`src/rtl/maxpool_ctrl.sv`:
```
// 2x2 stride-2 max-pool sequencer: streams a square map from an input buffer, writes pooled map.
// Optional fused ReLU on the written value when MAXPOOL_CTRL_RELU_EN is defined.
module maxpool_ctrl #(
   parameter int unsigned IN_WIDTH = 28,
   parameter int unsigned DATA_W   = 32,
   localparam int unsigned OUT_WIDTH  = IN_WIDTH / 2,
   localparam int unsigned ADDR_W     = $clog2(IN_WIDTH * IN_WIDTH),
   localparam int unsigned OUT_ADDR_W = (OUT_WIDTH * OUT_WIDTH > 1) ? $clog2(OUT_WIDTH * OUT_WIDTH) : 1
) (
   input  logic                  clk,
   input  logic                  rst_n,
   input  logic                  start,
   output logic                  busy,
   output logic                  done,
   output logic                  rd_en,
   output logic [ADDR_W-1:0]     rd_addr,
   input  logic [DATA_W-1:0]     rd_data,
   output logic                  wr_en,
   output logic [OUT_ADDR_W-1:0] wr_addr,
   output logic [DATA_W-1:0]     wr_data
);

   localparam int unsigned CNT_W = (OUT_WIDTH > 1) ? $clog2(OUT_WIDTH) : 1;
   localparam logic [CNT_W-1:0]      OX_LAST = CNT_W'(OUT_WIDTH - 1);
   localparam logic [OUT_ADDR_W-1:0] W_LAST  = OUT_ADDR_W'(OUT_WIDTH * OUT_WIDTH - 1);

   typedef enum logic [1:0] {S_IDLE, S_RUN, S_DRAIN, S_DONE} state_t;

   state_t                  state_q, state_d;
   logic                    busy_q, busy_d, done_q, done_d;
   logic                    rd_en_q, rd_en_d;
   logic [ADDR_W-1:0]       rd_addr_q, rd_addr_d;
   logic [1:0]              tap_q, tap_d, rd_tap_q, rd_tap_d, vld_tap_q, vld_tap_d;
   logic                    vld_q, vld_d;
   logic [CNT_W-1:0]        ox_q, ox_d, oy_q, oy_d;
   logic signed [DATA_W-1:0] acc_q, acc_d;
   logic [OUT_ADDR_W-1:0]   wcnt_q, wcnt_d;
   logic                    wr_en_q, wr_en_d;
   logic [OUT_ADDR_W-1:0]   wr_addr_q, wr_addr_d;
   logic [DATA_W-1:0]       wr_data_q, wr_data_d;
   logic                    last_wr_q, last_wr_d;
   logic signed [DATA_W-1:0] din_c, max_c;

   // Next-state, read sequencing and reduction datapath
   always_comb begin
      state_d   = state_q;
      rd_en_d   = 1'b0;
      rd_addr_d = rd_addr_q;
      tap_d     = tap_q;
      rd_tap_d  = rd_tap_q;
      vld_d     = rd_en_q;
      vld_tap_d = rd_tap_q;
      ox_d      = ox_q;
      oy_d      = oy_q;
      acc_d     = acc_q;
      wcnt_d    = wcnt_q;
      wr_en_d   = 1'b0;
      wr_addr_d = wr_addr_q;
      wr_data_d = wr_data_q;
      last_wr_d = wr_en_q && (wr_addr_q == W_LAST);
      din_c     = $signed(rd_data);
      max_c     = (din_c > acc_q) ? din_c : acc_q;

      case (state_q)
         S_IDLE: begin
            if (start) begin
               state_d = S_RUN;
               tap_d   = 2'd0;
               ox_d    = '0;
               oy_d    = '0;
               wcnt_d  = '0;
            end
         end
         S_RUN: begin
            // {row, tap_y} * width + {col, tap_x} == (2*oy+ty)*W + 2*ox+tx
            rd_en_d   = 1'b1;
            rd_addr_d = ADDR_W'(ADDR_W'({oy_q, tap_q[1]}) * ADDR_W'(IN_WIDTH)
                        + ADDR_W'({ox_q, tap_q[0]}));
            rd_tap_d  = tap_q;
            tap_d     = tap_q + 2'd1;
            if (tap_q == 2'd3) begin
               if (ox_q == OX_LAST) begin
                  ox_d = '0;
                  if (oy_q == OX_LAST) begin
                     oy_d    = '0;
                     state_d = S_DRAIN;
                  end else begin
                     oy_d = oy_q + CNT_W'(1);
                  end
               end else begin
                  ox_d = ox_q + CNT_W'(1);
               end
            end
         end
         S_DRAIN: begin
            if (last_wr_q) state_d = S_DONE;
         end
         S_DONE: begin
            state_d = S_IDLE;
         end
         default: state_d = S_IDLE;
      endcase

      // Ties keep the earlier tap: only a strictly greater sample replaces the accumulator
      if (vld_q) begin
         acc_d = (vld_tap_q == 2'd0) ? din_c : max_c;
         if (vld_tap_q == 2'd3) begin
            wr_en_d   = 1'b1;
            wr_addr_d = wcnt_q;
            wcnt_d    = wcnt_q + OUT_ADDR_W'(1);
`ifdef MAXPOOL_CTRL_RELU_EN
            wr_data_d = max_c[DATA_W-1] ? '0 : max_c;
`else
            wr_data_d = max_c;
`endif
         end
      end

      busy_d = (state_d == S_RUN) || (state_d == S_DRAIN);
      done_d = (state_d == S_DONE);
   end

   always_ff @(posedge clk) begin
      if (!rst_n) begin
         state_q   <= S_IDLE;
         busy_q    <= 1'b0;
         done_q    <= 1'b0;
         rd_en_q   <= 1'b0;
         rd_addr_q <= '0;
         tap_q     <= '0;
         rd_tap_q  <= '0;
         vld_q     <= 1'b0;
         vld_tap_q <= '0;
         ox_q      <= '0;
         oy_q      <= '0;
         acc_q     <= '0;
         wcnt_q    <= '0;
         wr_en_q   <= 1'b0;
         wr_addr_q <= '0;
         wr_data_q <= '0;
         last_wr_q <= 1'b0;
      end else begin
         state_q   <= state_d;
         busy_q    <= busy_d;
         done_q    <= done_d;
         rd_en_q   <= rd_en_d;
         rd_addr_q <= rd_addr_d;
         tap_q     <= tap_d;
         rd_tap_q  <= rd_tap_d;
         vld_q     <= vld_d;
         vld_tap_q <= vld_tap_d;
         ox_q      <= ox_d;
         oy_q      <= oy_d;
         acc_q     <= acc_d;
         wcnt_q    <= wcnt_d;
         wr_en_q   <= wr_en_d;
         wr_addr_q <= wr_addr_d;
         wr_data_q <= wr_data_d;
         last_wr_q <= last_wr_d;
      end
   end

   assign busy    = busy_q;
   assign done    = done_q;
   assign rd_en   = rd_en_q;
   assign rd_addr = rd_addr_q;
   assign wr_en   = wr_en_q;
   assign wr_addr = wr_addr_q;
   assign wr_data = wr_data_q;

endmodule

```
`config.mk`:
```
export PLATFORM = sky130hd
export DESIGN_NAME = maxpool_ctrl
export DESIGN_NICKNAME = d
export VERILOG_FILES = /design/src/rtl/maxpool_ctrl.sv
export SDC_FILE = /design/constraint.sdc
export NUM_CORES = 1
export LEC_CHECK = 0
export CORE_MARGIN = 2
export CORE_UTILIZATION = 55
export CTS_CLUSTER_SIZE = 8
export DETAILED_ROUTE_END_ITERATION = 8
export PLACE_DENSITY = 0.82
export SYNTH_ARGS = -nofsm -noshare
export SYNTH_HDL_FRONTEND = slang
export SYNTH_SLANG_ARGS = --single-unit
```
`constraint.sdc`:
```
create_clock -name clk -period 3.3 [get_ports clk]
set_clock_uncertainty 0.15 [all_clocks]
set_input_delay 0.99 -clock clk [delete_from_list [all_inputs] [get_ports clk]]
set_output_delay 0.99 -clock clk [all_outputs]
set_load 0.01 [all_outputs]
```
==> results.toml <==
[sta]
finalSetupViolations = 9
period_share = 1.04
fmax_ghz = 0.293
hold_violations = 0
fin_tns_setup_ps = -237
relSlewSlack = 0.530
worst_pin_slew_ps = 698
fin_crit_ps = 3420
setup_slack_ps = -116
whs_ps = 314
slew_violations = 0

[worst_setup_path]
critPathBufInv = 2
path_cells = "clkdlybuf4s50_1, ha_1, nand4_1, nor4b_4, nor2_2, a31oi_4, o311a_1, o21a_4, clkbuf_16, mux2i_1"
r2r-end = "rd_addr[9]$_SDFFE_PN0P_"
worstPathArrival_ps = 3570
reg2reg_depth = 10
rrSetupSlack_ps = 190
worstPathMaxFanout = 9
worstSetupEndpointType = "register"
path_class = "primary input to register"
crit_required_ps = 3460
start_kind = "primary input"
slowest_delay_ps = 450
critPathTopFamily = "compound AO/OA/AOI/OAI gates"
slowest_stage = "clkdlybuf4s50_1"
r2r-start = "oy_q[0]$_SDFFE_PN0P_"

[floorplan]
die_h_um = 108
core-area_um2 = 10400
die_area_um2 = 11600
initial_core_util = 0.569
rows = 37
io_pins = 89
fp.dieW_um = 108

[clocking]
root_buffer = "clkbuf_8"
cts_max_level = 3
cts_buffers = 9
insertion_delay_ps = 400
cts_tree = "done"
cts.sinks = 111
cts_hold_buf = 0
path_clk_slew_ps = 120
clock_path_buffers = 2

[routing]
drtAntennaViolNets = 0
drtIter0Drc = 485
dr.pass1.iters = 5
drc = 0
vias = 5708
via_per_inst = 5.92
finalWirelength_um = 16900
wire_per_inst_um = 17.5

[min_path]
worstHoldPathCells = 2
worstHoldPathType = "register to register"
min_to = "rd_addr[7]$_SDFFE_PN0P_"
min_from = "rd_addr[7]$_SDFFE_PN0P_"

[job]
max-cap-violations = 0

[placed_design]
port_buffers = 88
place_inst = 939
gp_congestion = 0.911
dpl.hpwl_um = 10900

[pwr]
peakVddDrop_v = 0.000234
p_per_area_nw_per_um2 = 357
p_leak_nw = 3.07

[synthesis]
syn_avg_cell_area_um2 = 8.26
yosys_warnings = 0
synth.most_common_cell = "nand2_1"
synth_area_um2 = 5900
syn_nets = 805
synth_top_area_cell = "dfxtp_1"
synthTopCellsByArea = "dfxtp_1 (38%), ha_1 (11%), nand2_1 (7.2%)"
synth_flop_cell = "dfxtp_1"
synth_seq_area_share = 0.377
ys_ff_latch = 111
synth_edf_count = 0
synthCells = 714
postSynth.asyncResetShare = 0
synth_top_area_frac = 0.377
yosys-top-cells-count = "nand2_1 (113), dfxtp_1 (111), o21ai_0 (68)"
ys_types = 49

[global_routing]
use_met3 = 0.0793
antenna_found_initial = 1
grt_max_degree = 68
use_met2 = 0.450
grt-ovfl-total = 0
use_met1 = 0.343
grt_pass1_vias = 5407
grt_usage = 0.275
busiest_layer = "met2"
grt_pass1_wl_um = 25300

[layout]
fin_nets = 913
stdcell_count = 964
final_util = 0.743
drive_gt1_frac = 0.131
area_growth_syn_to_layout_pct = 30.5

[status]
status = "complete, but fails checks"
violations = "setup timing"
==> repair_timing <==
| action | CTS | global route |
|---|---|---|
| gates resized for setup | 20 | 45 |
| gates cloned | 0 | 3 |
| buffers inserted | 1 | 4 |
| endpoints found under the setup margin | 64 | 65 |
| pin swaps | 8 | 25 |
==> cells by family after synthesis <==
kind of cell,share of synthesized area
AND/OR/NAND/NOR,0.175
AO/OA/AOI/OAI,0.181
flip-flops,0.377
buffers and inverters,0.0683
adder cells (fa/ha/maj),0.126
multiplexers,0.0560
XOR/XNOR,0.0163
==> worst max path at each step <==
stage,startpoint,endpoint,slack [ps],cells past startpoint
after detailed placement,rd_data[13],acc_q[12]$_SDFFE_PN0P_,-610,10
after floorplan,rd_data[11],acc_q[0]$_SDFFE_PN0P_,140,10
after CTS,rd_data[15],acc_q[14]$_SDFFE_PN0P_,2,11
final,rd_data[17],acc_q[31]$_SDFFE_PN0P_,-120,10
after global placement,rd_data[13],acc_q[12]$_SDFFE_PN0P_,-490,10
after global routing,rd_data[17],acc_q[31]$_SDFFE_PN0P_,-120,10
==> cell type report <==
cell class              count  area, µm²
multi-input cells         512       3530
fillers                   719       2670
flip-flops and latches    111       2220
repair buffers            143       1390
well taps                 136        170
inverters                  45        169
clock buffers              10        138
clock inverters             6       78.8
diodes                      1       2.50
==> worst register-to-register path, stage by stage, from the launching register on <==
cell and delay, ps:
dfxtp_1 410, fa_1 530, ha_1 170, inv_1 60, fa_1 390, xnor2_1 220, or3b_2 520, nor4_2 260
xnor2_1 150, nand2_1 70, a21oi_1 130
==> per-stage QoR <==
step	setup slack (ps)	power, W	cell area [µm²]
CTS	2.03	0.00270	7410
global route	-118	0.00285	7700
global placement	-486	0.00178	7090
finish	-116	0.00275	7700
detailed placement	-606	0.00180	7090
floorplan	136	0.00163	5900
==> placed cells by master (no fill, tap or decap), types with 8 or more instances in the layout <==
cell             synthesis  routed
dfxtp_1                111     111
nand3_1                 37      37
nor2_1                  39      38
a31oi_1                 32      32
o21ai_0                 68      65
mux2i_1                 33      32
nand4_1                  8       8
clkbuf_8                 0      10
ha_4                     0      11
inv_1                   45      44
clkdlybuf4s50_1          0      67
and2_1                   8       8
buf_4                    1      46
ha_1                    50      38
nand2_1                113     113
o21ai_1                 12      13
dlymetal6s2s_1           0      17
xnor2_1                  8       8
a21oi_1                 40      37
==> per-layer routing <==
| metal | wire, µm | vias up |
|---|---|---|
| met4 | 448 | 0 |
| li1 | - | 2689 |
| met2 | 8170 | 248 |
| met5 | 0 | - |
| met1 | 6930 | 2719 |
| met3 | 1330 | 52 |
==> registers in the layout, indices dropped and copies added, names as in the netlist, 2 cells and up <==
register   flops
acc_q         32
ox_q           4
oy_q           4
rd_addr       10
state_q        2
tap_q          2
vld_tap_q      2
wcnt_q         8
wr_addr        8
wr_data       32
==> power by group <==
| group | internal, W | leakage, nW | switching (W) | total, W |
|---|---|---|---|---|
| clock | 0.000391 | 0.112 | 0.000525 | 0.000916 |
| combinational | 0.000198 | 2.06 | 0.000247 | 0.000445 |
| sequential | 0.00137 | 0.898 | 0.0000221 | 0.00139 |
Power figures use the tool's default switching activity.
